**src/rtl/multiplier_controller_tainttrack_if.sv**
```systemverilog
// Control/status bundle between the multiplier controller (master) and the
// taint-tracked shift-add datapath plus requester (slave).
interface multiplier_controller_tainttrack_if #(
    parameter int WIDTH = 4
);
    logic             start;
    logic             start_t;
    logic [WIDTH-1:0] multiplierReg;
    logic [WIDTH-1:0] multiplierReg_t;
    logic             mrld;
    logic             mdld;
    logic             rsclear;
    logic             rsload;
    logic             rsshr;
    logic             mrld_t;
    logic             mdld_t;
    logic             rsclear_t;
    logic             rsload_t;
    logic             rsshr_t;
    logic             busy;
    logic             done;
    logic             done_t;

    modport master (
        input  start, start_t, multiplierReg, multiplierReg_t,
        output mrld, mdld, rsclear, rsload, rsshr,
        output mrld_t, mdld_t, rsclear_t, rsload_t, rsshr_t,
        output busy, done, done_t
    );

    modport slave (
        output start, start_t, multiplierReg, multiplierReg_t,
        input  mrld, mdld, rsclear, rsload, rsshr,
        input  mrld_t, mdld_t, rsclear_t, rsload_t, rsshr_t,
        input  busy, done, done_t
    );
endinterface

```
**src/rtl/multiplier_controller_tainttrack.sv**
```systemverilog
// Shift-add sequencing FSM for the taint-tracked multiplier datapath; every
// strobe carries a sticky per-operation taint collected from start and the scanned multiplier bits.
module multiplier_controller_tainttrack #(
    parameter int WIDTH = 4
) (
    input  logic                                 clk,
    input  logic                                 reset,
    multiplier_controller_tainttrack_if.master   bus
);
    localparam int CW = $clog2(WIDTH) + 1;
    localparam int IW = (WIDTH > 1) ? $clog2(WIDTH) : 1;

    typedef enum logic [2:0] {
        IDLE  = 3'd0,
        INIT  = 3'd1,
        TEST  = 3'd2,
        ADD   = 3'd3,
        SHIFT = 3'd4,
        DONE  = 3'd5
    } state_t;

    state_t        state_reg, state_next;
    logic [CW-1:0] cnt_reg, cnt_next;
    logic          ctl_t_reg, ctl_t_next;
    logic [IW-1:0] bit_idx;
    logic          taint;

    assign bit_idx = cnt_reg[IW-1:0];

    always_ff @(posedge clk) begin
        if (reset) begin
            state_reg <= IDLE;
            cnt_reg   <= '0;
            ctl_t_reg <= 1'b0;
        end else begin
            state_reg <= state_next;
            cnt_reg   <= cnt_next;
            ctl_t_reg <= ctl_t_next;
        end
    end

    always_comb begin
        state_next = state_reg;
        cnt_next   = cnt_reg;
        ctl_t_next = ctl_t_reg;
        case (state_reg)
            IDLE: begin
                if (bus.start) begin
                    state_next = INIT;
                    ctl_t_next = bus.start_t;
                end
            end
            INIT: begin
                cnt_next   = '0;
                state_next = TEST;
            end
            TEST: begin
                // Taint from the scanned bit joins the flag whether or not it is set,
                // since it decides the ADD/SHIFT path either way.
                ctl_t_next = ctl_t_reg | bus.multiplierReg_t[bit_idx];
                state_next = bus.multiplierReg[bit_idx] ? ADD : SHIFT;
            end
            ADD: begin
                state_next = SHIFT;
            end
            SHIFT: begin
                cnt_next   = cnt_reg + 1'b1;
                state_next = (cnt_reg == CW'(WIDTH - 1)) ? DONE : TEST;
            end
            DONE: begin
                ctl_t_next = 1'b0;
                state_next = IDLE;
            end
            default: begin
                state_next = IDLE;
                cnt_next   = '0;
                ctl_t_next = 1'b0;
            end
        endcase
    end

    // Moore decode: outputs depend on registered state only.
    assign taint = (state_reg != IDLE) && ctl_t_reg;

    always_comb begin
        bus.mrld    = 1'b0;
        bus.mdld    = 1'b0;
        bus.rsclear = 1'b0;
        bus.rsload  = 1'b0;
        bus.rsshr   = 1'b0;
        bus.done    = 1'b0;
        case (state_reg)
            INIT: begin
                bus.mrld    = 1'b1;
                bus.mdld    = 1'b1;
                bus.rsclear = 1'b1;
            end
            ADD:     bus.rsload = 1'b1;
            SHIFT:   bus.rsshr  = 1'b1;
            DONE:    bus.done   = 1'b1;
            default: ;
        endcase
    end

    assign bus.busy      = (state_reg != IDLE);
    assign bus.mrld_t    = taint;
    assign bus.mdld_t    = taint;
    assign bus.rsclear_t = taint;
    assign bus.rsload_t  = taint;
    assign bus.rsshr_t   = taint;
    assign bus.done_t    = taint;
endmodule

```
**src/flat_wrapper.sv**
```systemverilog
// flat-port wrapper written by rule: the top's interface ports become plain ports
module multiplier_controller_tainttrack_flat 
#(
    parameter int WIDTH = 4
)
  (clk, reset, bus_start, bus_start_t, bus_multiplierReg, bus_multiplierReg_t, bus_mrld, bus_mdld, bus_rsclear, bus_rsload, bus_rsshr, bus_mrld_t, bus_mdld_t, bus_rsclear_t, bus_rsload_t, bus_rsshr_t, bus_busy, bus_done, bus_done_t);
  multiplier_controller_tainttrack_if #(.WIDTH(WIDTH)) bus_i ();
  input  logic clk;
  input  logic reset;
  input wire logic [$bits(bus_i.start)-1:0] bus_start;
  input wire logic [$bits(bus_i.start_t)-1:0] bus_start_t;
  input wire logic [$bits(bus_i.multiplierReg)-1:0] bus_multiplierReg;
  input wire logic [$bits(bus_i.multiplierReg_t)-1:0] bus_multiplierReg_t;
  output wire logic [$bits(bus_i.mrld)-1:0] bus_mrld;
  output wire logic [$bits(bus_i.mdld)-1:0] bus_mdld;
  output wire logic [$bits(bus_i.rsclear)-1:0] bus_rsclear;
  output wire logic [$bits(bus_i.rsload)-1:0] bus_rsload;
  output wire logic [$bits(bus_i.rsshr)-1:0] bus_rsshr;
  output wire logic [$bits(bus_i.mrld_t)-1:0] bus_mrld_t;
  output wire logic [$bits(bus_i.mdld_t)-1:0] bus_mdld_t;
  output wire logic [$bits(bus_i.rsclear_t)-1:0] bus_rsclear_t;
  output wire logic [$bits(bus_i.rsload_t)-1:0] bus_rsload_t;
  output wire logic [$bits(bus_i.rsshr_t)-1:0] bus_rsshr_t;
  output wire logic [$bits(bus_i.busy)-1:0] bus_busy;
  output wire logic [$bits(bus_i.done)-1:0] bus_done;
  output wire logic [$bits(bus_i.done_t)-1:0] bus_done_t;
  assign bus_i.start = bus_start;
  assign bus_i.start_t = bus_start_t;
  assign bus_i.multiplierReg = bus_multiplierReg;
  assign bus_i.multiplierReg_t = bus_multiplierReg_t;
  assign bus_mrld = bus_i.mrld;
  assign bus_mdld = bus_i.mdld;
  assign bus_rsclear = bus_i.rsclear;
  assign bus_rsload = bus_i.rsload;
  assign bus_rsshr = bus_i.rsshr;
  assign bus_mrld_t = bus_i.mrld_t;
  assign bus_mdld_t = bus_i.mdld_t;
  assign bus_rsclear_t = bus_i.rsclear_t;
  assign bus_rsload_t = bus_i.rsload_t;
  assign bus_rsshr_t = bus_i.rsshr_t;
  assign bus_busy = bus_i.busy;
  assign bus_done = bus_i.done;
  assign bus_done_t = bus_i.done_t;
  multiplier_controller_tainttrack #(.WIDTH(WIDTH)) u_core (.clk(clk), .reset(reset), .bus(bus_i));
endmodule
```
**config.mk**
```make
export PLATFORM = sky130hd
export DESIGN_NAME = multiplier_controller_tainttrack_flat
export DESIGN_NICKNAME = d
export VERILOG_FILES = /design/src/rtl/multiplier_controller_tainttrack_if.sv /design/src/rtl/multiplier_controller_tainttrack.sv /design/src/flat_wrapper.sv
export SDC_FILE = /design/constraint.sdc
export NUM_CORES = 1
export LEC_CHECK = 0
export ABC_AREA = 1
export ABC_CLOCK_PERIOD_IN_PS = 3500
export CAP_MARGIN = 10
export CORE_MARGIN = 2
export CORE_UTILIZATION = 35
export CTS_CLUSTER_DIAMETER = 120
export DETAILED_ROUTE_END_ITERATION = 8
export HOLD_SLACK_MARGIN = 0.15
export PLACE_DENSITY = 0.71
export SLEW_MARGIN = 40
export SYNTH_ARGS = -nofsm -noshare
export SYNTH_HDL_FRONTEND = slang
export SYNTH_SLANG_ARGS = --single-unit
```
**constraint.sdc**
```tcl
create_clock -name clk -period 3.5 [get_ports clk]
set_clock_uncertainty 0.15 [all_clocks]
set_input_delay 0.525 -clock clk [delete_from_list [all_inputs] [get_ports clk]]
set_output_delay 0.525 -clock clk [all_outputs]
set_load 0.03 [all_outputs]
```
==> results of run 1 <==
## cells in the final DEF, fill, tap and decap left out, drive strengths merged
master          n
nand2          22
a21oi           5
a31oi           2
dfxtp           7
ha              2
or2             2
clkdlybuf4s50  24
inv            17
nand3b          1
clkbuf          4
nor2            8
nand3          11
o21ai           2
## metal layers
layer	GRT usage, %	wire [microns]
met1	15.4	500
met3	4.31	92
met4	3.75	0
met2	27.7	577
met5	0	0
## kinds of logic after synthesis
| group | after synthesis | share of synthesized area [%] |
|---|---|---|
| AO/OA/AOI/OAI | 9 | 9.16 |
| buffers and inverters | 24 | 22.4 |
| flip-flops | 7 | 27.0 |
| AND/OR/NAND/NOR | 44 | 36.6 |
| adder cells (fa/ha/maj) | 2 | 4.82 |
## worst paths after layout
kind,startpoint,to,slack (ps),depth (start not counted)
worst max-delay path,u_core.state_reg[0],bus_rsclear_t,990,3
worst min-delay path,u_core.cnt_reg[2],u_core.cnt_reg[2],310,2
worst max register to register,u_core.cnt_reg[0],u_core.cnt_reg[2],2080,4
worst min register to register,u_core.cnt_reg[2],u_core.cnt_reg[2],310,2
## through the flow
step	util, %	area, sq um
6_report	55.7	752
5_1_grt	55.7	752
4_1_cts	55.7	752
3_5_place_dp	53.8	726
3_3_place_gp	53.8	726
2_1_floorplan	-	519
## power breakdown
part	leakage (nW)	total, mW	switching [mW]	internal [mW]
logic	0.286	0.130	0.0755	0.0548
clock network	0.0150	0.0706	0.0272	0.0433
registers	0.0570	0.0926	0.00635	0.0862
## worst reg2reg max path, stage by stage, from the launching register on
cell and delay [ps]:
sky130_fd_sc_hd__dfxtp_1 360, sky130_fd_sc_hd__ha_1 230, sky130_fd_sc_hd__ha_1 260, sky130_fd_sc_hd__or2_0 220, sky130_fd_sc_hd__a21oi_1 130
## layout make-up
| class | count | share of cell area (%) |
|---|---|---|
| multi-input combinational | 55 | 34.9 |
| timing repair buffer | 24 | 31.9 |
| inverter | 17 | 8.49 |
| clock buffer | 4 | 3.49 |
| sequential | 7 | 18.6 |
| tap | 15 | 2.50 |
==> results.txt, run 1 <==
The number of top-level pins came out at 25. The hold buffer count at cts came out at 0. The number of flops mapped to enable cells by yosys came out at 0. The post-placement worst setup slack came out at roughly 1300 ps.

The max-slew violation count came out at 0. The flop and latch count out of synthesis is 7. The synthesized area divided by synthesized cell count came out at approximately 6 sq um. The maximum buffer depth of the clock tree is 2. The register area is between 100 and 150 sq um. The post-route DRC violation count is 0. The first-pass GRT wire length is between 2 and 2.5 mm. The number of global-route vias before repair came out at 551.

Setup repair after global routing left no endpoint under its margin. TritonCTS built the clock tree. Yosys attributes the largest share of cell area to sky130_fd_sc_hd__dfxtp_1 27%, sky130_fd_sc_hd__nand2_1 16%, sky130_fd_sc_hd__inv_1 12%, sky130_fd_sc_hd__nand3_1 11%, sky130_fd_sc_hd__buf_4 10%. After legalization and detailed placement, the total HPWL measured slightly above 1 mm.

The final-report hold violation count is 0. The number of clock sinks came out at 7. The leakage power summed over all cells is ~0.36 nW. The number of nets in the layout came out at approximately 120. Once detail routing completed, the nets flagged for antenna violations numbered 0. The flow ran to the end, and the final reports show no timing, DRC or antenna violations. The number of buffers created by CTS came out at 3. The combined buffer and inverter count along the critical path came out at 1. In this run the power density over the cells is slightly below 400 nW/um^2.

The cell type of the slowest stage on the worst timing path is sky130_fd_sc_hd__clkdlybuf4s50_1. Counting instances in the post-synthesis netlist gives the leading cell types as 22 x sky130_fd_sc_hd__nand2_1, 17 x sky130_fd_sc_hd__inv_1, 11 x sky130_fd_sc_hd__nand3_1. The number of antenna diodes in the final layout is 0. Yosys instantiated no cell more often than sky130_fd_sc_hd__nand2_1. The detailed-router iteration count before antenna repair came out at 4. Max-cap violations in this run came to 0. Excluding fillers, the count of instances in the completed layout stands at about 120.

The count of vias placed by the detailed router is a little under 600. Along the worst path, the maximum fanout reaches 7. The sequential area share after synthesis came out at between 20% and 30%. The clock transition at the registers of the reported paths is 50 ps. The type of the setup path with the least slack is flip-flop to output port.

The placed instance count is about 120. The leading register cell type out of synthesis is sky130_fd_sc_hd__dfxtp_1. The die footprint is about 1800 sq um. The layout cell share with drive strength beyond 1 came out at 3.74%. The delay of the slowest cell on the worst path came out at 750 ps. The growth of design area from synthesis to finish came out at 44.8%. In the final layout, the multi-input gates occupy about 260 sq um.

The width of the die came out at approximately 43 microns. The setup slack after layout came out at between 900 and 1000 ps. Global routing finished with a remaining overflow of 0.

Final hold analysis gives a worst-case slack of between 300 and 400 ps. The share of flip-flops with an asynchronous set or reset after synthesis is 0%. The transition time at the pin with the least slew margin came out at 370 ps. Buffers added to address setup during post-CTS repair amount to 0. The maximum vdd drop is 0.247 mV. For the worst setup path, the data required time is about 2800 ps. The CTS H-tree depth came out at 1. STA classifies the critical path startpoint as a flip-flop. The worst pin sits at a relative slew slack of 75.3%. In this design, the largest share of critical-path delay is due to buffers and inverters. The total power is roughly 0.3 mW. The vertical die dimension is 42.5 microns. The number of nets in the synthesized netlist is 100. The worst setup path is captured at an output port. The accumulated negative setup slack is 0 ps. The core area came out at approximately 1400 sq um.

The largest net degree at the start of global routing came out at 8. The arrival time of the worst setup path is around 1800 ps. The initial antenna violation count came out at 0. After synthesis, the largest area contributor takes up a little over a quarter of total cell area. The cell count after synthesis came out at between 80 and 90.

The cell row count is 13. The final weighted congestion of routability-driven global placement is 0.811. The minimum clock period after layout is between 2000 and 3000 ps. The largest area contributor in the synthesized netlist is sky130_fd_sc_hd__dfxtp_1. The initial core utilization is between 30% and 40%. The number of gates resized after cts is 0. Setup violations remaining at the end of the flow were counted as 0. The achievable clock frequency came out at 399 MHz. After detailed routing, the number of vias per cell comes to approximately 4.8. The detailed-route wire length came out at between 1 and 1.5 mm. The worst hold-check path type is flip-flop to flip-flop. The cell sitting at the root of the clock tree is a sky130_fd_sc_hd__clkbuf_4.

The latest clock arrival within the worst-skew pair is 250 ps. After detailed routing, the average wire length per cell comes to around 9.6 microns. The Yosys step of the flow raised 0 warnings. The distinct cell type count after synthesis came out at 13. The number of buffers added on ports is 24. After filler insertion, the fill cell instance count of the layout stands at approximately 130. The global-route total usage across every layer came out at between 10% and 20%. The synthesized netlist occupies a cell area of slightly above 500 sq um. The critical path goes through nor2_2 > a21oi_1 > clkdlybuf4s50_1. The starting DRC count in detailed routing came out at 15. Of the available clock period, the critical path in the final layout requires between 70 and 80%.
(Power assumes the default switching activity.)
==> inputs of run 2 (changes only) <==
- ABC_CLOCK_PERIOD_IN_PS: 3500 -> 2650
- clock period: 3.5 -> 2.65 ns (I/O delays scaled with it)
==> results of run 2 <==
The final DEF is identical to that of run 1. Status: complete, no violations.
Among the figures that moved: setup slack after placement 1260 ps -> 537 ps; setup slack after layout 991 ps -> 269 ps; register-to-register setup slack 2080 ps -> 1230 ps; total power 0.293 mW -> 0.388 mW; worst IR drop on VDD 0.247 mV -> 0.326 mV
